[config.mk]
export PLATFORM = sky130hd
export DESIGN_NAME = lock_key_conditioner
export DESIGN_NICKNAME = d
export VERILOG_FILES = /design/src/rtl/lock_key_conditioner.sv
export SDC_FILE = /design/constraint.sdc
export NUM_CORES = 1
export LEC_CHECK = 0
export BUFFER_PORTS_ARGS = -buffer_cell sky130_fd_sc_hd__buf_2
export CELL_PAD_IN_SITES_DETAIL_PLACEMENT = 0
export CELL_PAD_IN_SITES_GLOBAL_PLACEMENT = 1
export CORE_ASPECT_RATIO = 0.5
export CORE_MARGIN = 4
export CORE_UTILIZATION = 47
export CTS_CLUSTER_DIAMETER = 30
export CTS_CLUSTER_SIZE = 30
export DETAILED_ROUTE_END_ITERATION = 16
export GPL_TIMING_DRIVEN = 0
export PLACE_DENSITY = 0.86
export SETUP_SLACK_MARGIN = 0.4
export SYNTH_ARGS = -nofsm -noshare
export SYNTH_HDL_FRONTEND = slang
export SYNTH_SLANG_ARGS = --single-unit
[constraint.sdc]
create_clock -name clock -period 2.2 [get_ports clock]
set_input_delay 0.44 -clock clock [delete_from_list [all_inputs] [get_ports clock]]
set_output_delay 0.44 -clock clock [all_outputs]
set_load 0.01 [all_outputs]
[src/rtl/lock_key_conditioner.sv]
// Conditions two raw push-buttons into single-cycle key pulses for the lock detector:
// 2-flop sync, press/release debounce, conflict rejection and an inactivity timeout.
module lock_key_conditioner #(
    parameter int unsigned DEBOUNCE_CYCLES = 4,
    parameter int unsigned TIMEOUT_CYCLES  = 64,
    parameter int unsigned CNT_W           = 8
) (
    input  logic clock,
    input  logic reset,
    input  logic btn0_raw,
    input  logic btn1_raw,
    output logic inp0,
    output logic inp1,
    output logic key_err,
    output logic entry_clr,
    output logic busy
);

    localparam logic [CNT_W-1:0] DB_LAST = CNT_W'(DEBOUNCE_CYCLES - 1);
    localparam logic [CNT_W-1:0] TO_LAST = CNT_W'(TIMEOUT_CYCLES - 1);

    typedef enum logic [2:0] {
        IDLE     = 3'd0,
        PRESS_DB = 3'd1,
        HELD     = 3'd2,
        CONFLICT = 3'd3,
        REL_DB   = 3'd4
    } state_t;

    state_t           state, state_nxt;
    logic [1:0]       sync0, sync1;
    logic [1:0]       p;
    logic [1:0]       key, key_nxt;
    logic [CNT_W-1:0] dcnt, dcnt_nxt;
    logic [CNT_W-1:0] tcnt, tcnt_nxt;
    logic             armed, armed_nxt;
    logic             inp0_nxt, inp1_nxt, key_err_nxt, entry_clr_nxt;

    // Synchronised pattern {s1,s0}; bit [1] of each chain is the settled sample.
    assign p    = {sync1[1], sync0[1]};
    assign busy = (state != IDLE);

    // State register, debounce/timeout datapath and registered outputs.
    always_ff @(posedge clock or negedge reset) begin
        if (!reset) begin
            sync0     <= '0;
            sync1     <= '0;
            state     <= IDLE;
            key       <= '0;
            dcnt      <= '0;
            tcnt      <= '0;
            armed     <= 1'b0;
            inp0      <= 1'b0;
            inp1      <= 1'b0;
            key_err   <= 1'b0;
            entry_clr <= 1'b0;
        end else begin
            sync0     <= {sync0[0], btn0_raw};
            sync1     <= {sync1[0], btn1_raw};
            state     <= state_nxt;
            key       <= key_nxt;
            dcnt      <= dcnt_nxt;
            tcnt      <= tcnt_nxt;
            armed     <= armed_nxt;
            inp0      <= inp0_nxt;
            inp1      <= inp1_nxt;
            key_err   <= key_err_nxt;
            entry_clr <= entry_clr_nxt;
        end
    end

    // Next-state: press and release both need DEBOUNCE_CYCLES+1 matching samples.
    always_comb begin
        state_nxt = state;
        key_nxt   = key;
        dcnt_nxt  = dcnt;
        unique case (state)
            IDLE: begin
                if (p == 2'b11) begin
                    state_nxt = CONFLICT;
                end else if (p != 2'b00) begin
                    key_nxt   = p;
                    dcnt_nxt  = '0;
                    state_nxt = PRESS_DB;
                end
            end
            PRESS_DB: begin
                if (p == key) begin
                    if (dcnt == DB_LAST) state_nxt = HELD;
                    else                 dcnt_nxt  = dcnt + CNT_W'(1);
                end else if (p == 2'b00) begin
                    state_nxt = IDLE;
                end else begin
                    state_nxt = CONFLICT;
                end
            end
            HELD, CONFLICT: begin
                if (p == 2'b00) begin
                    dcnt_nxt  = '0;
                    state_nxt = REL_DB;
                end
            end
            REL_DB: begin
                if (p != 2'b00)          state_nxt = HELD;
                else if (dcnt == DB_LAST) state_nxt = IDLE;
                else                      dcnt_nxt  = dcnt + CNT_W'(1);
            end
            default: state_nxt = IDLE;
        endcase
    end

    // Output pulses and timeout; a key pulse re-arms ahead of a same-cycle expiry.
    always_comb begin
        inp0_nxt      = 1'b0;
        inp1_nxt      = 1'b0;
        key_err_nxt   = 1'b0;
        entry_clr_nxt = 1'b0;
        tcnt_nxt      = tcnt;
        armed_nxt     = armed;
        if (state == IDLE && p == 2'b11) begin
            key_err_nxt = 1'b1;
        end
        if (state == PRESS_DB && p != 2'b00 && p != key) begin
            key_err_nxt = 1'b1;
        end
        if (state == PRESS_DB && p == key && dcnt == DB_LAST) begin
            inp0_nxt = key[0];
            inp1_nxt = key[1];
        end
        if (inp0_nxt || inp1_nxt) begin
            tcnt_nxt  = '0;
            armed_nxt = 1'b1;
        end else if (armed) begin
            if (tcnt == TO_LAST) begin
                entry_clr_nxt = 1'b1;
                armed_nxt     = 1'b0;
                tcnt_nxt      = '0;
            end else begin
                tcnt_nxt = tcnt + CNT_W'(1);
            end
        end
    end

endmodule

### Yosys cells after proc, flatten, opt, wreduce, memory -nomap -nowiden

Index checks and enable logic that the tools add are counted.
Widths: inputs -> output; s select.

| storage, ports and cells | value |
|---|---|
| bits in registers | 30 |
| bits of input ports | 4 |
| output and inout bits | 5 |
| word-level logic and storage cells | 76 |

| operators by class | value |
|---|---|
| reduce and logical (&&, ||, !) cells | 16 |
| eq/ne operators | 17 |
| bitwise operators | 1 |
| multiplexer cells | 29 |
| $add $sub $neg | 2 |

Operator list:

| operator | number |
|---|---|
| $mux 8 | 9 |
| $pmux 8 s4 | 1 |
| $mux 3 | 7 |
| $add 8x1->8 const B | 2 |
| $pmux 3 s4 | 1 |
| $mux 1 | 10 |
| $ne 2x2->1 const B | 5 |
| $eq 8x2->1 const B | 1 |
| $eq 8x6->1 const B | 1 |
| $eq 3x2->1 const B | 2 |
| $ne 3x3->1 const B | 2 |
| $reduce_and 6->1 | 1 |
| $logic_and 1x1->1 | 5 |
| $reduce_and 4->1 | 1 |
| $reduce_bool 2->1 | 2 |
| $reduce_bool 4->1 | 1 |
| $eq 3x1->1 const B | 1 |
| $eq 3x3->1 const B | 1 |
| $logic_not 3->1 | 1 |
| $ne 3x2->1 const B | 1 |
| $reduce_and 3->1 | 1 |
| $reduce_bool 3->1 | 1 |
| $eq 2x2->1 | 1 |
| $eq 2x2->1 const B | 1 |
| 6 further kinds | 6 |

### Logic depth before layout (Yosys ltp)

Gate-level depths: netlist of run 1.

| logic depth | value |
|---|---|
| word-level depth | 6 |
| depth in mapped cells | 7 |
| gate-level depth less buffers | 6 |

### Worst setup path after synthesis of run 1

Ideal clock, no wire load.

| timing path | value |
|---|---|
| path type | register to register |
| from | register state[1] |
| to | register dcnt[0] |
| data arrival time | 1.888 ns |
| library setup time | 0.125 ns |
| clock period less this slack | 2.013 ns |
| data required time | 2.075 ns |
| cell stages (with the launch flop) | 7 |
| path slack | 0.187 ns |
| path buffers | 2 |
| cell sequence | dfrtp_1 > buf_4 > or3b_4 > or3_4 > buf_6 > a22o_1 > mux2_4 |

| between the ends | value |
|---|---|
| cells in the longest elaborated chain, start to end | 4 |
| elaborated cells on any way between the ends | 14 |
| those cells by class | eq/ne (9); mux (1); reduce/logical (4) |

Ends and longest elaborated chain:

| item | line | text |
|---|---|---|
| start: declaration | 30 | `state_t state, state_nxt;` |
| start signal: assignment | 60 | `state <= state_nxt;` |
| $eq 3x2->1 | 77 | `unique case (state)` |
| $reduce_or 2->1 | 77 |  |
| $reduce_bool 4->1 (no source line) / $ne 2x2->1 (equally long branches) | -- |  |
| $reduce_and 6->1 (no source line) | -- |  |
| end signal: assignment | 62 | `dcnt <= dcnt_nxt;` |
| end: declaration | 34 | `logic [CNT_W-1:0] dcnt, dcnt_nxt;` |

Parallel ways exist; a longest one is shown, timed or not.
A chain may end at the register's enable or synchronous reset.

### Worst setup path in the final report of run 1

Ends and elaborated chain as after synthesis.

==> flow_summary_export.csv, run 1 <==
group,metric,value,unit
outcome,outcome,"completed",
timing,max_slew_margin,57.4,%
timing,tns,0,ns
worst_setup_path,path_buf_inv,2,
worst_setup_path,r2r_end,"dcnt[0]$_DFFE_PN0P_",
worst_setup_path,regToRegStartpoint,"state[1]$_DFFE_PN0P_",
worst_setup_path,r2r_slack,0.23,ns
clocking,root_buffer,"clkbuf_8",
logic_synthesis,synth_area,0.00158,mm2
job,maxCapViolations,0,
global_route,grt_usage,15.2,%
die,die_y,49,um
timing,worst_pin_slew,0.640,ns
clocking,cts_hold_buf,0,
worst_setup_path,ff2ff_path_depth,6,
die,core,0.00310,mm2
power,power_density,1080,mW/mm2
finish,drive_gt1_share,26.0,%
power,ir_drop,0.000465,V
route,drt_iter0_drc,50,
logic_synthesis,synth_edf_count,0,
logic_synthesis,yosysTopAreaCell,"dfrtp_1",
die,num_rows,14,
route,drc,0,
clocking,clk_pin_slew_worst_paths,0.07,ns
logic_synthesis,synth_top_area_share,47.5,%
logic_synthesis,ys_dominant_reg_cell,"dfrtp_1",
finish,finalNonFillerCells,221,
route,wl_per_cell,14.2,um
worst_setup_path,timing.critical_path.to,"dcnt[0]$_DFFE_PN0P_",
logic_synthesis,ys_ff_latch,30,
finish,area_growth,24.6,%
route,vias,1271,
timing,whs,0.173,ns
timing,setup_viol,0,
die,start_util,51.0,%
timing,finalHoldViolCount,0,
logic_synthesis,synthArstFlopShare,100,%
power,total_power,2.13,mW
power,power_leakage,0.905,nW
timing,fin_crit_sh,89.4,%
clocking,clkLatencyLatePin,0.28,ns
timing,fmax,0.509,GHz
placement,io_buffers,8,
global_route,grt_pass1_vias,1188,
worst_setup_path,cp_slowest_cell,"dfrtp_1",
die,die_w,90.0,um
global_route,grt_pass1_wl,5380,um
die,dieArea,0.00441,mm2
worst_setup_path,max_stage_delay,0.37,ns
worst_setup_path,start_kind,"register",
placement,gp_congestion,0.807,
logic_synthesis,synthCells,157,
route,first_pass_iters,5,
placement,hpwlAfterDp,2070,um
logic_synthesis,ys_types,52,
worst_setup_path,crit_type,"reg -> reg",
timing,final-max-slew-violation-count,0,
global_route,grt_overflow_total,0,
route,via_per_inst,5.75,
global_route,antenna_found_initial,0,
route,ant_nets,0,
logic_synthesis,synth_common_cells,"dfrtp_1, nand2_1, nor2_1",
clocking,cts.sinks,30,
worst_setup_path,cp-end-kind,"register",
timing,fin_crit,1.97,ns
logic_synthesis,avgSynthCellArea,10.1,um2
timing,rsz0062_at_grt,"true",
finish,n_antenna_cell,0,
placement,dpl.cell_count,205,
worst_setup_path,critical_path_depth,6,
worst_setup_path,required,2.37,ns
die,io_pins,9,
worst_setup_path,cp-startpoint,"state[1]$_DFFE_PN0P_",
worst_setup_path,path_max_fanout,10,
finish,utilization,63.5,%
logic_synthesis,synth_fp_nets,165,
clocking,clockBufferDepth,2,
clocking,htree_levels,2,
finish,num-nets-final,188,
logic_synthesis,synth.most_common_cell,"dfrtp_1",
clocking,cts_tree,"yes",
global_route,grt_max_degree,31,
worst_setup_path,path_cells,"buf_6 > or3b_4 > or3_4 > buf_8 > a22o_1 > mux2_4",
min_path,min_path_type,"in -> async",
logic_synthesis,yosysWarnings,0,
logic_synthesis,seq_area_frac_synth,47.5,%
worst_setup_path,crit_family,"simple AND/OR/NAND/NOR gates",
timing,skew,0.00563,ns
route,wirelength,3140,um
clocking,cts_buffers,5,
logic_synthesis,synth.area.top_cells,"dfrtp_1, nand2_1, nor2_1",
worst_setup_path,cp.arrival,2.14,ns
[how the worst min path moves through the flow]
stage | start | depth (start not counted) | end | slack (ns)
after global routing | reset | 1 | key_err$_DFF_PN0_ | 0.25
after global placement | sync0[0]$_DFF_PN0_ | 0 | sync0[1]$_DFF_PN0_ | 0.33
after floorplan | reset | 0 | armed$_DFF_PN0_ | 0.14
after detailed placement | sync1[0]$_DFF_PN0_ | 0 | sync1[1]$_DFF_PN0_ | 0.33
final | reset | 1 | dcnt[4]$_DFFE_PN0P_ | 0.17
after CTS | reset | 1 | dcnt[4]$_DFFE_PN0P_ | 0.21
[layout by cell type, fill, tap and decap left out, types with 3 or more instances in the layout]
cell / count
clkbuf_8: 6
buf_4: 6
a21oi_1: 3
buf_6: 3
buf_2: 8
xor2_1: 5
ha_1: 4
nand2_1: 15
inv_1: 7
dfrtp_1: 29
nor2_1: 15
nand3_1: 5
o21ai_0: 6
a31oi_1: 4
a22o_1: 5
and3_1: 3
[metal layers]
| metal | track usage, % | wire length [um] | vias to the layer above |
|---|---|---|---|
| li1 | - | - | 617 |
| met2 | 24.4 | 1470 | 26 |
| met1 | 19.5 | 1500 | 624 |
| met5 | 0 | 0 | - |
| met4 | 4.57 | 29 | 0 |
| met3 | 5.24 | 140 | 4 |
[logic make-up after synthesis]
| kind of cell | count (synthesis) | synth area share, % |
|---|---|---|
| compound gates | 40 | 18.2 |
| xor+xnor | 6 | 3.33 |
| fa+ha+maj | 4 | 3.17 |
| buf+inv | 11 | 3.40 |
| flops | 30 | 47.5 |
| mux | 2 | 1.58 |
| simple gates | 64 | 22.8 |
[state kept, by name (all words and copies together), names as in the netlist]
register   flops
entry_clr      1
sync1          2
sync0          2
key            2
inp0           1
dcnt           8
armed          1
inp1           1
state          3
key_err        1
tcnt           8
[power breakdown]
group	leakage, nW	switching [mW]	internal [mW]	total, mW
combinational	0.435	0.371	0.339	0.710
clock	0.0714	0.213	0.483	0.695
sequential	0.399	0.0865	0.636	0.722
[cell type report]
class,count,area [um2]
fill,237,1130
multi-input combinational,116,852
sequential,30,752
timing repair buffer,16,108
clock buffer,6,82.6
clock inverter,2,60.1
tap,40,50.0
buffer,4,38.8
inverter,7,26.3
[per-stage QoR]
stage,area [um2],setup slack (ns)
3_3_place_gp,1680,0.214
3_5_place_dp,1680,0.208
6_report,1970,0.234
2_1_floorplan,1590,0.280
4_1_cts,1910,0.250
5_1_grt,1970,0.195
[what timing repair did]
item | in CTS | in global routing
hold endpoints to repair | 0 | 0
buffers inserted | 7 | 1
endpoints found under the setup margin | 21 | 22
resized for setup | 8 | 13
pin swaps | 2 | 2
Power figures use the tool's default switching activity.
==> run 2, diff against run 1 <==
--- a/config.mk
+++ b/config.mk
@@ -5,12 +5,13 @@
 export SDC_FILE = /design/constraint.sdc
 export NUM_CORES = 1
 export LEC_CHECK = 0
+export ABC_AREA = 1
 export BUFFER_PORTS_ARGS = -buffer_cell sky130_fd_sc_hd__buf_2
 export CELL_PAD_IN_SITES_DETAIL_PLACEMENT = 0
 export CELL_PAD_IN_SITES_GLOBAL_PLACEMENT = 1
 export CORE_ASPECT_RATIO = 0.5
 export CORE_MARGIN = 4
-export CORE_UTILIZATION = 47
+export CORE_UTILIZATION = 44
 export CTS_CLUSTER_DIAMETER = 30
 export CTS_CLUSTER_SIZE = 30
 export DETAILED_ROUTE_END_ITERATION = 16
==> flow_summary_export.csv, run 2 <==
group,metric,value,unit
finish,final_cell_mix,"nand2_1, nand3_1, inv_1, dfrtp_1, nor2_1",
logic_synthesis,seq_area_frac_synth,43.0,%
timing,fin_crit,1.66,ns
logic_synthesis,yosysWarnings,0,
min_path,min_path_type,"in -> async",
timing,finalHoldViolCount,0,
timing,tns,0,ns
die,num_rows,15,
die,dieArea,0.00510,mm2
placement,hpwlAfterDp,2530,um
logic_synthesis,yosysTopAreaCell,"dfrtp_1",
die,io_pins,9,
logic_synthesis,synthArstFlopShare,100,%
worst_setup_path,cp-end-kind,"output port",
worst_setup_path,start_kind,"register",
finish,n_antenna_cell,0,
die,core,0.00362,mm2
logic_synthesis,synth_common_cells,"nand2_1, nand3_1, dfrtp_1, inv_1, nor2_1",
route,drt_iter0_drc,57,
finish,final_common_cell,"nand2_1",
finish,area_growth,12.9,%
logic_synthesis,synth.most_common_cell,"nand2_1",
finish,reg.largest.list,"dcnt (8), tcnt (8), state (3)",
clocking,cts_tree,"yes",
clocking,clkLatencyLatePin,0.28,ns
logic_synthesis,synth_area,0.00175,mm2
logic_synthesis,avgSynthCellArea,7.43,um2
outcome,outcome,"completed",
worst_setup_path,crit_type,"reg -> out",
clocking,ctsResizeCount,0,
global_route,antenna_found_initial,0,
logic_synthesis,ys_dominant_reg_cell,"dfrtp_1",
route,wirelength,3380,um
global_route,grt_usage,14.9,%
clocking,clk_pin_slew_worst_paths,0.07,ns
die,die_y,52.5,um
clocking,cts_hold_buf,0,
clocking,htree_levels,2,
logic_synthesis,ys_ff_latch,30,
finish,utilization,54.4,%
power,ir_drop,0.000350,V
route,ant_nets,0,
power,power_density,938,mW/mm2
worst_setup_path,cp-startpoint,"state[2]$_DFFE_PN0P_",
timing,setup_viol,0,
placement,io_buffers,8,
placement,gp_congestion,0.833,
worst_setup_path,cp_slowest_cell,"dfrtp_1",
logic_synthesis,synth_top_area_share,43.0,%
clocking,clockBufferDepth,2,
timing,rsz0062_at_grt,"false",
finish,drive_gt1_share,15.9,%
worst_setup_path,required,1.76,ns
worst_setup_path,path_max_fanout,4,
timing,max_slew_margin,54.6,%
die,start_util,48.2,%
placement,dpl-instance-area,0.00185,mm2
clocking,cts_setup_buffers,0,
logic_synthesis,synth_edf_count,0,
worst_setup_path,crit_family,"flip-flops",
power,total_power,1.85,mW
finish,nFillCells,337,
route,wl_per_cell,11.2,um
power,power_leakage,1.06,nW
timing,fin_crit_sh,75.3,%
worst_setup_path,path_buf_inv,3,
worst_setup_path,cp.arrival,1.22,ns
worst_setup_path,regToRegStartpoint,"dcnt[0]$_DFFE_PN0P_",
route,vias,1462,
finish,finalInstanceArea,0.00197,mm2
logic_synthesis,ys_types,22,
timing,skew,0.00661,ns
clocking,root_buffer,"clkbuf_8",
global_route,grt_overflow_total,0,
worst_setup_path,path_cells,"inv_2 > nand2_2 > nor2_4 > inv_1 > buf_2",
global_route,grt_pass1_vias,1345,
route,via_per_inst,4.84,
job,maxCapViolations,0,
logic_synthesis,synth.area.top_cells,"dfrtp_1, nand2_1, nand3_1",
timing,fmax,0.604,GHz
clocking,cts.sinks,30,
route,first_pass_iters,5,
worst_setup_path,max_stage_delay,0.42,ns
timing,worst_pin_slew,0.680,ns
clocking,cts_buffers,5,
logic_synthesis,synthCells,235,
route,drc,0,
die,die_w,97.1,um
timing,whs,0.197,ns
logic_synthesis,synth_fp_nets,243,
global_route,grt_pass1_wl,5920,um
global_route,grt_max_degree,31,
finish,num-nets-final,258,
timing,final-max-slew-violation-count,0,
-- run 2: through the flow --
stage          cells  setup slack, ns
2_1_floorplan    235            0.774
5_1_grt          302            0.408
4_1_cts          302            0.498
6_report         302            0.544
3_3_place_gp     294            0.613
3_5_place_dp     294            0.569
-- run 2: cell type report --
class / instances / area [um2] / area share [%]
clock buffers: 5 / 68.8 / 3.49
repair buffers: 8 / 40.0 / 2.03
plain buffers: 2 / 16.3 / 0.825
flip-flops and latches: 30 / 751 / 38.1
well taps: 51 / 63.8 / 3.24
inverters: 35 / 131 / 6.67
multi-input cells: 168 / 860 / 43.6
clock inverters: 3 / 40.0 / 2.03
-- run 2: path summary, 6_finish.rpt --
kind	slack (ns)	to	cells after the start
hold / removal	0.20	tcnt[5]$_DFFE_PN0P_	1
setup / recovery	0.54	busy	5
setup reg to reg	0.58	state[0]$_DFFE_PN0P_	8
max in group asynchronous	1.56	dcnt[7]$_DFFE_PN0P_	1
hold reg to reg	0.35	sync1[1]$_DFF_PN0_	0
min in group clock	0.26	sync1[0]$_DFF_PN0_	1
-- run 2: cells by family after synthesis --
family                     Yosys count  synth area share [%]
DFF                                 30                  43.0
buffers and inverters               37                  8.46
and+or+nand+nor                    149                  39.4
AOI/OAI and AO/OA                   10                  3.73
adders and majority gates            4                  2.87
xor gates and xnor gates             5                  2.51
-- run 2: metal layers --
metal | share of wire (%) | global-route usage, % | routed length (um) | up-vias
met5 | 0 | 0 | 0 | -
met4 | 1.1 | 5.36 | 36 | 0
met3 | 4.1 | 4.52 | 140 | 4
met2 | 45 | 25.8 | 1520 | 18
met1 | 50 | 17.9 | 1680 | 666
li1 | - | - | - | 774
-- run 2: report_power, final --
part           leakage [nW]  switching (mW)  internal (mW)
logic                 0.601           0.407          0.190
registers             0.402          0.0807          0.627
clock network        0.0579           0.211          0.333
total                  1.06           0.698           1.15
